===== src/rtl/uart_pkg.sv =====
// Shared FSM state encoding and parity mode codes for the UART receiver.
// Latency: n/a (declarations only).
// Backpressure: n/a.
package uart_pkg;

    typedef enum logic [2:0] {
        IDLE    = 3'd0,
        START   = 3'd1,
        DATA    = 3'd2,
        PARITY  = 3'd3,
        STOP    = 3'd4,
        CLEANUP = 3'd5
    } uart_state_e;

    localparam int PARITY_NONE = 0;
    localparam int PARITY_EVEN = 1;
    localparam int PARITY_ODD  = 2;

endpackage


===== src/rtl/uart_sync2.sv =====
// Two-flop synchroniser for an asynchronous single-bit input, reset to RST_VAL.
// Latency: 2 clk cycles.
// Backpressure: none, free-running.
module uart_sync2 #(
    parameter logic RST_VAL = 1'b1
) (
    input  logic clk,
    input  logic rst_n,
    input  logic d,
    output logic q
);

    logic meta_q, meta_d;
    logic sync_q, sync_d;

    always_comb begin
        meta_d = d;
        sync_d = meta_q;
    end

    always_ff @(posedge clk or negedge rst_n) begin
        if (!rst_n) begin
            meta_q <= RST_VAL;
            sync_q <= RST_VAL;
        end else begin
            meta_q <= meta_d;
            sync_q <= sync_d;
        end
    end

    assign q = sync_q;

endmodule


===== src/rtl/uart_rx_param.sv =====
// Parametrised UART receiver (data width, parity, stop bits); UART_RX_MAJORITY_EN selects 2-of-3 sampling.
// Latency: rx_dv one cycle after the last stop-bit sample (+2 synchroniser cycles from the pad).
// Backpressure: none; rx_dv is a one-cycle pulse and the consumer must take it.
module uart_rx_param
    import uart_pkg::*;
#(
    parameter int CLKS_PER_BIT = 217,
    parameter int DATA_BITS    = 8,
    parameter int PARITY_MODE  = 0,
    parameter int STOP_BITS    = 1
) (
    input  logic                 clk,
    input  logic                 rst_n,
    input  logic                 rx_serial,
    output logic [DATA_BITS-1:0] rx_byte,
    output logic                 rx_dv,
    output logic                 parity_err,
    output logic                 frame_err,
    output logic                 rx_busy
);

    localparam int CW  = $clog2(CLKS_PER_BIT);
    localparam int BW  = $clog2(DATA_BITS + 1);
    localparam int MID = (CLKS_PER_BIT - 1) / 2;
`ifdef UART_RX_MAJORITY_EN
    localparam int SAMPLE_OFS = 1;
`else
    localparam int SAMPLE_OFS = 0;
`endif
    localparam logic [CW-1:0] START_CNT = CW'(MID + SAMPLE_OFS);
    localparam logic [CW-1:0] LAST_CNT  = CW'(CLKS_PER_BIT - 1);

    logic rx_sync;
    logic sample;

    uart_sync2 #(.RST_VAL(1'b1)) u_sync (
        .clk   (clk),
        .rst_n (rst_n),
        .d     (rx_serial),
        .q     (rx_sync)
    );

`ifdef UART_RX_MAJORITY_EN
    // Decision is taken one count late so the window straddles the bit centre.
    logic [1:0] hist_q, hist_d;
    always_comb hist_d = {hist_q[0], rx_sync};
    always_ff @(posedge clk or negedge rst_n) begin
        if (!rst_n) hist_q <= 2'b11;
        else        hist_q <= hist_d;
    end
    assign sample = (hist_q[1] & hist_q[0]) | (hist_q[1] & rx_sync) | (hist_q[0] & rx_sync);
`else
    assign sample = rx_sync;
`endif

    uart_state_e          state_q, state_d;
    logic [CW-1:0]        cnt_q, cnt_d;
    logic [BW-1:0]        bit_q, bit_d;
    logic [DATA_BITS-1:0] shift_q, shift_d;
    logic                 par_acc_q, par_acc_d;
    logic                 frm_acc_q, frm_acc_d;
    logic [DATA_BITS-1:0] rx_byte_q, rx_byte_d;
    logic                 rx_dv_q, rx_dv_d;
    logic                 parity_err_q, parity_err_d;
    logic                 frame_err_q, frame_err_d;
    logic                 tick;

    assign tick = (cnt_q == LAST_CNT);

    always_comb begin
        state_d      = state_q;
        cnt_d        = cnt_q;
        bit_d        = bit_q;
        shift_d      = shift_q;
        par_acc_d    = par_acc_q;
        frm_acc_d    = frm_acc_q;
        rx_byte_d    = rx_byte_q;
        rx_dv_d      = 1'b0;
        parity_err_d = parity_err_q;
        frame_err_d  = frame_err_q;
        case (state_q)
            IDLE: begin
                cnt_d = '0;
                bit_d = '0;
                if (!rx_sync) begin
                    state_d   = START;
                    par_acc_d = 1'b0;
                    frm_acc_d = 1'b0;
                end
            end
            START: begin
                cnt_d = cnt_q + 1'b1;
                if (cnt_q == START_CNT) begin
                    cnt_d   = '0;
                    state_d = sample ? IDLE : DATA;
                end
            end
            DATA: begin
                cnt_d = cnt_q + 1'b1;
                if (tick) begin
                    cnt_d   = '0;
                    shift_d = {sample, shift_q[DATA_BITS-1:1]};
                    bit_d   = bit_q + 1'b1;
                    if (bit_q == BW'(DATA_BITS - 1)) begin
                        bit_d   = '0;
                        state_d = (PARITY_MODE != PARITY_NONE) ? PARITY : STOP;
                    end
                end
            end
            PARITY: begin
                cnt_d = cnt_q + 1'b1;
                if (tick) begin
                    cnt_d     = '0;
                    par_acc_d = (PARITY_MODE == PARITY_ODD) ? (sample == ^shift_q)
                                                            : (sample != ^shift_q);
                    state_d   = STOP;
                end
            end
            STOP: begin
                cnt_d = cnt_q + 1'b1;
                if (tick) begin
                    cnt_d = '0;
                    bit_d = bit_q + 1'b1;
                    if (!sample) frm_acc_d = 1'b1;
                    if (bit_q == BW'(STOP_BITS - 1)) begin
                        state_d      = CLEANUP;
                        rx_dv_d      = 1'b1;
                        rx_byte_d    = shift_q;
                        parity_err_d = par_acc_q;
                        frame_err_d  = frm_acc_q | ~sample;
                    end
                end
            end
            CLEANUP: begin
                // A framing error may mean a break; hold off until the line idles.
                if (!frame_err_q || rx_sync) state_d = IDLE;
            end
            default: state_d = IDLE;
        endcase
    end

    always_ff @(posedge clk or negedge rst_n) begin
        if (!rst_n) begin
            state_q      <= IDLE;
            cnt_q        <= '0;
            bit_q        <= '0;
            shift_q      <= '0;
            par_acc_q    <= 1'b0;
            frm_acc_q    <= 1'b0;
            rx_byte_q    <= '0;
            rx_dv_q      <= 1'b0;
            parity_err_q <= 1'b0;
            frame_err_q  <= 1'b0;
        end else begin
            state_q      <= state_d;
            cnt_q        <= cnt_d;
            bit_q        <= bit_d;
            shift_q      <= shift_d;
            par_acc_q    <= par_acc_d;
            frm_acc_q    <= frm_acc_d;
            rx_byte_q    <= rx_byte_d;
            rx_dv_q      <= rx_dv_d;
            parity_err_q <= parity_err_d;
            frame_err_q  <= frame_err_d;
        end
    end

    assign rx_byte    = rx_byte_q;
    assign rx_dv      = rx_dv_q;
    assign parity_err = parity_err_q;
    assign frame_err  = frame_err_q;
    assign rx_busy    = (state_q != IDLE);

endmodule


===== config.mk =====
export PLATFORM = sky130hd
export DESIGN_NAME = uart_rx_param
export DESIGN_NICKNAME = d
export VERILOG_FILES = /design/src/rtl/uart_pkg.sv /design/src/rtl/uart_sync2.sv /design/src/rtl/uart_rx_param.sv
export SDC_FILE = /design/constraint.sdc
export NUM_CORES = 1
export LEC_CHECK = 0
export ABC_CLOCK_PERIOD_IN_PS = 5000
export CORE_MARGIN = 1
export CORE_UTILIZATION = 64
export CTS_BUF_LIST = sky130_fd_sc_hd__clkbuf_2 sky130_fd_sc_hd__clkbuf_4 sky130_fd_sc_hd__clkbuf_8
export CTS_CLUSTER_DIAMETER = 100
export DETAILED_ROUTE_END_ITERATION = 10
export HOLD_SLACK_MARGIN = 0.02
export PLACE_DENSITY = 0.86
export SKIP_CTS_REPAIR_TIMING = 1
export SLEW_MARGIN = 5
export SYNTH_ARGS = -nofsm -noshare
export SYNTH_HDL_FRONTEND = slang
export SYNTH_SLANG_ARGS = --single-unit

===== constraint.sdc =====
create_clock -name clk -period 5 [get_ports clk]
set_clock_uncertainty 0.1 [all_clocks]
set_input_delay 0.5 -clock clk [delete_from_list [all_inputs] [get_ports clk]]
set_output_delay 0.5 -clock clk [all_outputs]
set_load 0.01 [all_outputs]

==> results.py <==
metrics = {
    "status": {
        "outcome": "completed",
    },
    "synthesis": {
        "synth_adder_area_share_pct": 3.188,
        "synth_top_family_by_area": "simple AND/OR/NAND/NOR gates",
        "syn_avg_cell_area_um2": 11.18,
        "synthFlopType": "dfrtp_1",
        "async_reset_ff_share_pct": 100.0,
        "synth_mux_area_share_pct": 11.65,
        "synth_xor_area_share_pct": 3.643,
        "seq_area_frac_synth_pct": 49.58,
        "yosysWarnings": 0,
        "synth_compound_area_share_pct": 11.45,
        "synth_edf_count": 0,
        "yosys.area_share.simple_pct": 16.53,
        "synth_nets": 179,
        "syn_area_um2": 1923,
        "synthCells": 172,
        "synth_cell_types": 47,
        "synth_seq_cells": 38,
    },
    "die": {
        "core_um2": 2805,
        "start_util_pct": 68.55,
        "die_area_um2": 3228,
        "die_height_um": 56.82,
        "rows": 19,
        "num_io_pins": 15,
        "die_w_um": 56.82,
    },
    "grt": {
        "grt_max_degree": 39,
        "grt_pass1_vias": 1336,
        "antenna_found_initial": 0,
        "grt_pass1_wl_um": 5720,
        "grt-ovfl-total": 0,
        "globalRouteTotalUtil_pct": 23.41,
    },
    "sta": {
        "hold_viol": 0,
        "relSlewSlack_pct": 45.06,
        "setup_violations": 0,
        "rsz0062_at_grt": "false",
        "setup_tns_ns": 0,
        "fin_crit_ns": 2.414,
        "worst_slew_pin_slew_ns": 0.8241,
        "whs_ns": 0.1519,
        "slew_viol_final": 0,
        "max_freq_ghz": 0.4143,
        "finalCritPeriodShare_pct": 48.28,
        "fin_ws_ns": 2.586,
    },
    "clocking": {
        "root_buffer": "clkbuf_4",
        "cts_tree": "done",
        "cts-buffers-inserted": 5,
        "h-tree-depth": 2,
        "cts_sinks": 38,
        "clk_latency_ns": 0.33,
        "clk_pin_slew_ns": 0.11,
        "cts.path.max_buffers": 2,
    },
    "flow_run": {
        "maxCapViolations": 0,
    },
    "critical_path": {
        "startpoint_type": "flop",
        "worstSetupEndpointType": "primary output",
        "required_ns": 4.40,
        "arrival_ns": 1.81,
        "worstSetupPathType": "flop to primary output",
        "worst-path-max-fanout": 11,
    },
    "layout": {
        "final_cell_area_um2": 2122,
        "fin_nets": 194,
        "final_util_pct": 75.65,
        "layout_commonest_cell": "dfrtp_1",
        "area_delta_synth_final_pct": 10.35,
        "final-instance-count-excl-fill": 219,
        "drive_gt1_share_pct": 21.81,
        "diodes": 0,
        "layout_common_cells": "dfrtp_1, mux2_2, clkdlybuf4s50_1",
    },
    "route": {
        "drc_errors": 0,
        "routedWlPerCell_um": 15.02,
        "wl_um": 3289,
        "vias": 1349,
        "vias_per_cell": 6.160,
        "detailedRoute.firstPassIterationCount": 4,
        "drt-initial-drc-count": 55,
        "drtAntennaViolNets": 0,
    },
    "pwr": {
        "leakage_nw": 0.9753,
        "max-vdd-ir-drop_v": 0.0001902,
        "power_density_nw_per_um2": 225.3,
        "total_power_mw": 0.4780,
    },
    "place": {
        "gp_congestion": 0.8721,
        "placedInstanceArea_um2": 2062,
        "io_buffers": 14,
        "dp_hpwl_um": 2317,
        "placed_cells": 211,
        "place_worst_setup_slack_ns": 2.875,
    },
    "min_path": {
        "hold_path.class": "input port to async pin",
    },
}
[flip-flops by register name (all words and copies together), names as in the netlist]
| register | count |
|---|---|
| u_sync.q | 1 |
| cnt_q | 8 |
| state_q | 3 |
| bit_q | 4 |
| parity_err | 1 |
| frm_acc_q | 1 |
| shift_q | 8 |
| frame_err | 1 |
| u_sync.meta_q | 1 |
| rx_dv | 1 |
| par_acc_q | 1 |
| rx_byte | 8 |
[final timing paths]
| check | from | end | slack (ns) | depth (start not counted) |
|---|---|---|---|---|
| max in group asynchronous | rst_n | shift_q[7] | 4.13 | 1 |
| max | state_q[2] | rx_busy | 2.59 | 3 |
| max reg2reg | cnt_q[0] | state_q[1] | 2.85 | 7 |
| min in group clk | u_sync.meta_q | u_sync.q | 0.26 | 0 |
| min | rst_n | bit_q[1] | 0.15 | 1 |
| min reg2reg | u_sync.meta_q | u_sync.q | 0.26 | 0 |
[per-layer routing]
| layer | wire length (µm) | track usage, % | up-vias | part of all wire, % |
|---|---|---|---|---|
| li1 | - | - | 651 | - |
| met3 | 125 | 5.991 | 6 | 3.8 |
| met5 | 0 | 0 | - | 0 |
| met1 | 1457 | 27.68 | 662 | 44 |
| met2 | 1661 | 39.97 | 30 | 51 |
| met4 | 45 | 10.80 | 0 | 1.4 |
[logic make-up (layout without fill, tap and decap cells)]
| family | count (synthesis) | in the layout |
|---|---|---|
| and+or+nand+nor | 52 | 52 |
| DFF | 38 | 38 |
| AOI/OAI and AO/OA | 32 | 32 |
| muxes | 20 | 20 |
| buffers and inverters | 17 | 33 |
| xor gates and xnor gates | 8 | 8 |
| adders and majority gates | 5 | 5 |
[cell type report]
class	count	area [µm²]
Multi-Input combinational cell	117	893.4
Clock buffer	7	52.55
Sequential cell	38	953.4
Fill cell	189	683.2
Timing Repair Buffer	14	135.1
Inverter	11	41.29
Tap cell	31	38.79
Clock inverter	1	7.507
[worst max-delay path: stages (launching register included)]
cell	delay (ns)
dfrtp_1	0.57
inv_1	0.20
nand2_1	0.16
clkdlybuf4s50_1	0.55
[power breakdown]
group / total [mW] / internal, mW / switching, mW / leakage [nW]
registers: 0.310 / 0.309 / 0.000918 / 0.509
clock network: 0.161 / 0.0664 / 0.0947 / 0.0324
logic: 0.00732 / 0.00145 / 0.00587 / 0.434
total: 0.478 / 0.376 / 0.102 / 0.975
[Yosys cell counts, drive strengths merged, types with 4 or more instances]
| cell | number | area (µm²) |
|---|---|---|
| a21oi | 5 | 25.02 |
| a31oi | 6 | 37.54 |
| buf | 4 | 26.27 |
| dfrtp | 36 | 900.9 |
| ha | 4 | 50.05 |
| inv | 11 | 41.29 |
| mux2 | 19 | 214.0 |
| nand2 | 13 | 51.30 |
| nand3 | 7 | 50.05 |
| nor2 | 10 | 42.54 |
| nor3 | 4 | 20.02 |
| o21ai | 6 | 33.78 |
| o31ai | 4 | 30.03 |
| xnor2 | 8 | 70.07 |
Note: power is estimated with default switching activity, not from simulation.
